### src/rtl/debounce_edge_if.sv
// ============================================================================
// Module      : debounce_edge_if
// Description : Signal bundle between a raw level source and the debouncer.
// Revision    : 1.0 - initial release
// ============================================================================
`default_nettype none

interface debounce_edge_if;
    logic d;
    logic q;
    logic rise;
    logic fall;
    logic busy;

    // master drives the raw level and observes the cleaned outputs
    modport master (output d, input q, input rise, input fall, input busy);
    modport slave  (input d, output q, output rise, output fall, output busy);
endinterface

`default_nettype wire

### src/rtl/debounce_edge.sv
// ============================================================================
// Module      : debounce_edge
// Description : Two-flop synchroniser plus stability-qualified level filter
//               with registered rise/fall pulses.
// Revision    : 1.0 - initial release
// ============================================================================
`default_nettype none

module debounce_edge #(
    parameter int   STABLE_CNT = 10,
    parameter int   CNT_W      = 4,
    parameter logic INIT       = 1'b0
) (
    input  wire logic       clk,
    input  wire logic       rst,
    debounce_edge_if.slave  bus
);

    typedef enum logic [0:0] {
        IDLE  = 1'b0,
        CHECK = 1'b1
    } state_t;

    localparam logic [CNT_W-1:0] c_last = CNT_W'(STABLE_CNT - 1);
    localparam logic [CNT_W-1:0] c_one  = CNT_W'(1);

    state_t           r_state;
    state_t           w_state_next;
    logic [CNT_W-1:0] r_cnt;
    logic [CNT_W-1:0] w_cnt_next;
    logic             r_s1;
    logic             r_s2;
    logic             r_q;
    logic             w_q_next;
    logic             r_rise;
    logic             w_rise_next;
    logic             r_fall;
    logic             w_fall_next;
    logic             r_busy;

    always_ff @(posedge clk) begin
        if (rst) begin
            r_s1    <= INIT;
            r_s2    <= INIT;
            r_q     <= INIT;
            r_cnt   <= '0;
            r_state <= IDLE;
            r_rise  <= 1'b0;
            r_fall  <= 1'b0;
            r_busy  <= 1'b0;
        end else begin
            r_s1    <= bus.d;
            r_s2    <= r_s1;
            r_q     <= w_q_next;
            r_cnt   <= w_cnt_next;
            r_state <= w_state_next;
            r_rise  <= w_rise_next;
            r_fall  <= w_fall_next;
            r_busy  <= (w_state_next == CHECK);
        end
    end

    always_comb begin
        w_state_next = r_state;
        w_cnt_next   = r_cnt;
        w_q_next     = r_q;
        w_rise_next  = 1'b0;
        w_fall_next  = 1'b0;
        unique case (r_state)
            IDLE: begin
                if (r_s2 != r_q) begin
                    w_state_next = CHECK;
                    w_cnt_next   = c_one;
                end else begin
                    w_cnt_next   = '0;
                end
            end
            CHECK: begin
                // any reversion to the current level discards the candidate
                if (r_s2 == r_q) begin
                    w_state_next = IDLE;
                    w_cnt_next   = '0;
                end else if (r_cnt < c_last) begin
                    w_cnt_next   = r_cnt + c_one;
                end else begin
                    w_q_next     = r_s2;
                    w_rise_next  = r_s2;
                    w_fall_next  = ~r_s2;
                    w_cnt_next   = '0;
                    w_state_next = IDLE;
                end
            end
            default: begin
                w_state_next = IDLE;
                w_cnt_next   = '0;
            end
        endcase
    end

    assign bus.q    = r_q;
    assign bus.rise = r_rise;
    assign bus.fall = r_fall;
    assign bus.busy = r_busy;

endmodule

`default_nettype wire

### src/flat_wrapper.sv
// flat-port wrapper written by rule: the top's interface ports become plain ports
module debounce_edge_flat 
#(
    parameter int   STABLE_CNT = 10,
    parameter int   CNT_W      = 4,
    parameter logic INIT       = 1'b0
)
  (clk, rst, bus_d, bus_q, bus_rise, bus_fall, bus_busy);
  debounce_edge_if bus_i ();
  input  wire logic clk;
  input  wire logic rst;
  input wire logic [$bits(bus_i.d)-1:0] bus_d;
  output wire logic [$bits(bus_i.q)-1:0] bus_q;
  output wire logic [$bits(bus_i.rise)-1:0] bus_rise;
  output wire logic [$bits(bus_i.fall)-1:0] bus_fall;
  output wire logic [$bits(bus_i.busy)-1:0] bus_busy;
  assign bus_i.d = bus_d;
  assign bus_q = bus_i.q;
  assign bus_rise = bus_i.rise;
  assign bus_fall = bus_i.fall;
  assign bus_busy = bus_i.busy;
  debounce_edge #(.STABLE_CNT(STABLE_CNT), .CNT_W(CNT_W), .INIT(INIT)) u_core (.clk(clk), .rst(rst), .bus(bus_i));
endmodule
### config.mk
export PLATFORM = sky130hd
export DESIGN_NAME = debounce_edge_flat
export DESIGN_NICKNAME = d
export VERILOG_FILES = /design/src/rtl/debounce_edge_if.sv /design/src/rtl/debounce_edge.sv /design/src/flat_wrapper.sv
export SDC_FILE = /design/constraint.sdc
export NUM_CORES = 1
export LEC_CHECK = 0
export BUFFER_PORTS_ARGS = -buffer_cell sky130_fd_sc_hd__buf_2
export CORE_UTILIZATION = 30
export CTS_BUF_LIST = sky130_fd_sc_hd__clkbuf_16
export DETAILED_ROUTE_END_ITERATION = 10
export HOLD_SLACK_MARGIN = 0.1
export PLACE_DENSITY = 0.61
export SKIP_LAST_GASP = 1
export SLEW_MARGIN = 20
export SYNTH_ARGS = -nofsm -noshare
export SYNTH_HDL_FRONTEND = slang
export SYNTH_SLANG_ARGS = --single-unit
### constraint.sdc
create_clock -name clk -period 1.2 [get_ports clk]
set_input_delay 0.18 -clock clk [delete_from_list [all_inputs] [get_ports clk]]
set_output_delay 0.18 -clock clk [all_outputs]
set_load 0.02 [all_outputs]
## Word-level counts from Yosys, hierarchy flattened

Index checks and enable logic that the tools add are counted.

- Word-level logic and storage cells: 25
- Input port bits: 3
- Output and inout bits: 4
- Flip-flop bits (word level): 10

- Bitwise logic cells: 4
- $lt $le $gt $ge: 1
- Equality and inequality tests: 2
- Reduce and logical (&&, ||, !) cells: 2
- Muxes and demuxes: 8
- $add $sub $neg: 1

Operator list:

| kind | number |
|---|---|
| 4-bit 2-to-1 mux | 2 |
| 4-bit one-hot mux with 2 select lines | 1 |
| 4-bit by 1-bit adder with 4-bit output (second input constant) | 1 |
| 4-bit less-than comparator (second input constant) | 1 |
| 1-bit 2-to-1 mux | 4 |
| 1-bit NOT | 4 |
| 4-bit OR reduction | 1 |
| 3-bit AND reduction | 1 |
| 1-bit one-hot mux with 2 select lines | 1 |
| 1-bit equality test | 1 |
| 1-bit inequality test | 1 |

## Longest topological paths before layout

- Depth in word-level cells: 4
- Depth in mapped cells: 5
- Mapped depth without buffers: 5

## Worst setup path after synthesis

OpenSTA, ideal clock, no wires.

- Path kind: register to register
- From: register u_core.r_cnt[0]
- To: register u_core.r_q (netlist: u_core.bus.q)
- Setup slack: 0.066 ns
- Clock period less this slack: 1.134 ns
- Buffers on the path: 0
- Setup time: 0.072 ns
- Data arrival time: 1.062 ns
- Required time: 1.128 ns
- Stages on the path, launching flop included: 6
- Cell sequence: dfxtp_1 inv_1 ha_1 nand2b_4 and3_4 mux2i_1

- Word-level cells in the longest chain between the ends: 3

Ends and longest elaborated chain:

| element | RTL line | RTL |
|---|---|---|
| from (decl) | debounce_edge.sv:29 | `logic [CNT_W-1:0] r_cnt;` |
| from (signal assigned) | debounce_edge.sv:55 | `r_cnt <= w_cnt_next;` |
| 4-bit less-than comparator | debounce_edge.sv:83 | `end else if (r_cnt < c_last) begin` |
| 1-bit NOT (no line) | - |  |
| 3-bit AND reduction (no line) | - |  |
| to (signal assigned) | debounce_edge.sv:54 | `r_q <= w_q_next;` |
| to (decl) | debounce_edge.sv:33 | `logic r_q;` |

Every way passes these cells.
A chain may end at the register's enable or synchronous reset.

## Final worst setup path

- From: register u_core.r_cnt[1]
- To: register u_core.r_q (netlist: u_core.bus.q)

Same word-level chain as after synthesis.

==> run_results.csv <==
group,metric,value,unit
synthesis,synth_edf_count,0,
hold_path,min_path_type,"in2reg",
synthesis,ys_seq_elements,10,
synthesis,yosysMostFrequentCell,"dfxtp_1",
worst_setup_path,r2r_cells,5,
clock_tree,cts.sinks,10,
synthesis,netlist_area,416.7,sq um
hold_path,hold_start,"bus_d",
final_layout,fin_area,569.3,sq um
synthesis,synthMuxAreaShare,0.02402,
global_route,overflow,0,
synthesis,ys_types,20,
die,die_w,39.27,um
clock_tree,root_buffer,"clkbuf_16",
power_and_ir_drop,p_per_area,1633,nW/um^2
synthesis,synth-main-ff-cell,"dfxtp_1",
sta,period_minus_slack,1116,ps
sta,period_share,0.9299,
power_and_ir_drop,p_seq_frac,0.369,
synthesis,synthXorXnorAreaFrac,0.04204,
worst_setup_path,cp_cell_sequence,"inv_1 > ha_2 > nand2b_4 > and3_4 > mux2i_1",
die,fp-row-count,13,
clock_tree,cts_setup_buffers,0,
synthesis,synth.top_cells.by_count,"10 x dfxtp_1, 3 x inv_1, 3 x nor2b_1",
placement,hpwlAfterDp,490.2,um
synthesis,synth.avg_cell_area,10.96,sq um
synthesis,yosysTopAreaCell,"dfxtp_1",
power_and_ir_drop,clkPwrFrac,0.606,
worst_setup_path,critPathMaxStageDelay,340,ps
worst_setup_path,worst_ep_required_time,1360,ps
sta,hold_ws,166.4,ps
sta,clock.fmax,896.1,MHz
sta,skew,1.566,ps
detailed_routing,drtPass1Iterations,1,
clock_tree,cts_inserted_buffers,3,
final_layout,multi_input_area,225.2,sq um
final_layout,final_layout_size_suffix_gt1_frac,0.3958,
final_layout,nets,55,
power_and_ir_drop,swShare,0.1601,
synthesis,synth_top_area_frac,0.4805,
final_layout,num_antenna_cells,0,
worst_setup_path,cp-start-kind,"flop",
die,initial_core_util,0.3202,
synthesis,synth_fa_ha_area_frac,0.06006,
synthesis,async_reset_ff_frac,0,
placement,port-buffer-count,6,
clock_tree,postCtsHoldBufs,0,
placement,dpl_cell_area,473.0,sq um
global_route,grt_max_degree,9,
synthesis,seq_area_frac_synth,0.4805,
synthesis,postSynthCellCount,38,
detailed_routing,vias_per_cell,4.476,
worst_setup_path,crit_buf_inv,1,
detailed_routing,routedWlPerCell,9.921,um
worst_setup_path,critical_path.top_delay_family,"flip-flops",
detailed_routing,wl,625,um
placement,gp_congestion,0.6823,
die,die_area,1542,sq um
sta,fin_setup_tns,0,ps
final_layout,seqCellArea,201.4,sq um
worst_setup_path,crit_fanout,3,
detailed_routing,antenna_left,0,
worst_setup_path,critPathSlowestCell,"dfxtp_1",
synthesis,synth_top_family_by_area,"simple AND/OR/NAND/NOR gates",
sta,slew_violations,0,
power_and_ir_drop,p_int,0.7807,mW
sta,rsz0062_at_grt,"false",
worst_setup_path,path_class,"reg2reg",
die,ios,7,
die,dieHeight,39.27,um
detailed_routing,drc,0,
detailed_routing,vias,282,
final_layout,num-fill-cells,124,
synthesis,yosys_warnings,0,
power_and_ir_drop,ir_drop,766.1,uV
die,core,1301,sq um
worst_setup_path,r2r-end,"u_core.bus.q",
sta,tightest_slew,214.5,ps
hold_path,hold_path_end,"u_core.r_s1",
synthesis,synthSimpleGateAreaFrac,0.2733,
global_route,gr-usage-all-layers,0.1001,
clock_tree,clock_path_buffers,2,
worst_setup_path,worstPathArrival,1280,ps
hold_path,hold_depth,2,
sta,hold_violations,0,
synthesis,synth_compound_area_frac,0.09309,
sta,setup_violations,0,
clock_tree,clkTransAtPathRegs,40,ps
final_layout,final_util,0.4375,
power_and_ir_drop,leakagePower,0.2212,nW
clock_tree,tritoncts,"built",
global_route,antenna_found_initial,0,
worst_setup_path,reg2reg_from,"u_core.r_cnt[1]",
power_and_ir_drop,p_sw,0.1488,mW
final_layout,syn2layout_area_growth,36.64,%
final_layout,finalNonFillerCells,63,
power_and_ir_drop,combPwrFrac,0.025,
global_route,grt_pass1_wl,1014,um
synthesis,yosys-top-cells-area,"dfxtp_1 48%, a211oi_2 6.0%, ha_1 6.0%, nor2b_1 4.5%, nor4b_1 4.2%",
worst_setup_path,end_kind,"flop",
clock_tree,htreeDepth,1,
sta,relSlewSlack,0.8568,
worst_setup_path,r2r_setup_slack,80,ps
global_route,first_global_vias,257,
detailed_routing,drt-initial-drc-count,0,
placement,dp.cells,60,
status,outcome,"complete, no violations",
clock_tree,clk_latency,230,ps
synthesis,syn-num-nets,43,
run,cap_violations,0,
[cells by family (layout without fill, tap and decap cells)]
logic type,after synthesis,after routing
AND/OR/NAND/NOR,16,16
flip-flops,10,10
AO/OA/AOI/OAI,4,4
buffers and inverters,3,13
adder cells (fa/ha/maj),2,2
XOR/XNOR,2,2
multiplexers,1,1
[worst register-to-register path: cells and delay by family (launching register included)]
family / cells / cell delay, ps
muxes: 1 / 170
buffers and inverters: 1 / 50
and+or+nand+nor: 2 / 300
adders and majority gates: 1 / 190
DFF: 1 / 340
[cell type report]
cell class	count	share of cell area
multi-input cells	25	0.3956
clock buffers	3	0.1319
flip-flops and latches	10	0.3538
repair buffers	7	0.06593
inverters	3	0.01978
well taps	15	0.03297
[metal layers]
layer,track usage,share of wire,vias up
li1,-,-,152
met1,0.1289,0.54,126
met2,0.1458,0.44,4
met3,0.01705,0.018,0
met4,0.07759,0,0
met5,0,0,-
[metrics by stage]
| step | total power [mW] | setup WS, ps |
|---|---|---|
| final | 0.9295 | 84.09 |
| after global routing | 0.9541 | 17.31 |
| after CTS | 0.9319 | 0.1188 |
| after detailed placement | 0.3702 | 2.582 |
| after global placement | 0.3697 | 47.92 |
| after floorplan | 0.3600 | 66.10 |
[power groups by stage]
stage	registers (mW)	logic, mW	clock network (mW)
after detailed placement	0.348	0.0221	0
after global placement	0.348	0.0218	0
after floorplan	0.349	0.0114	0
after CTS	0.343	0.0226	0.566
after global routing	0.344	0.0253	0.585
final	0.343	0.0231	0.563
[sequential cells by signal, summed over array words and instances, names as in the netlist]
| name | flops |
|---|---|
| u_core.r_cnt | 4 |
| u_core.bus.busy | 1 |
| u_core.bus.fall | 1 |
| u_core.bus.q | 1 |
| u_core.bus.rise | 1 |
| u_core.r_s1 | 1 |
| u_core.r_s2 | 1 |
[cells in the final DEF, fill, tap and decap left out]
master / instances
dfxtp_2: 1
xnor2_1: 1
nand3_2: 1
nand2b_4: 1
nand3b_1: 1
mux2i_1: 1
nand2b_1: 2
a21oi_1: 1
nor4b_2: 2
nand4b_1: 1
or2b_1: 1
nor2b_1: 3
a2bb2oi_1: 1
buf_2: 6
xor2_1: 1
clkbuf_16: 3
inv_1: 3
nor2_1: 2
nand2_1: 1
ha_2: 1
and3_4: 1
ha_1: 1
a211oi_2: 2
dfxtp_1: 9
buf_4: 1
[how the worst max path moves through the flow]
stage / start / endpoint / slack (ps) / cells after the start
final: u_core.r_cnt[1] / u_core.bus.q / 80 / 5
after global routing: u_core.r_cnt[1] / u_core.bus.rise / 20 / 5
after CTS: u_core.r_cnt[0] / u_core.bus.rise / 0.1 / 5
after detailed placement: u_core.r_cnt[0] / u_core.bus.fall / 3 / 5
after global placement: u_core.r_cnt[0] / u_core.bus.fall / 50 / 5
after floorplan: u_core.r_cnt[0] / u_core.bus.q / 70 / 5
[repair_timing]
item	4_1_cts	5_1_grt
cloned	0	0
pin swaps	0	1
endpoints found under the setup margin	1	3
gates resized for setup	1	4
hold endpoints to repair	0	0
No activity file was read; power rests on OpenSTA's default activity.
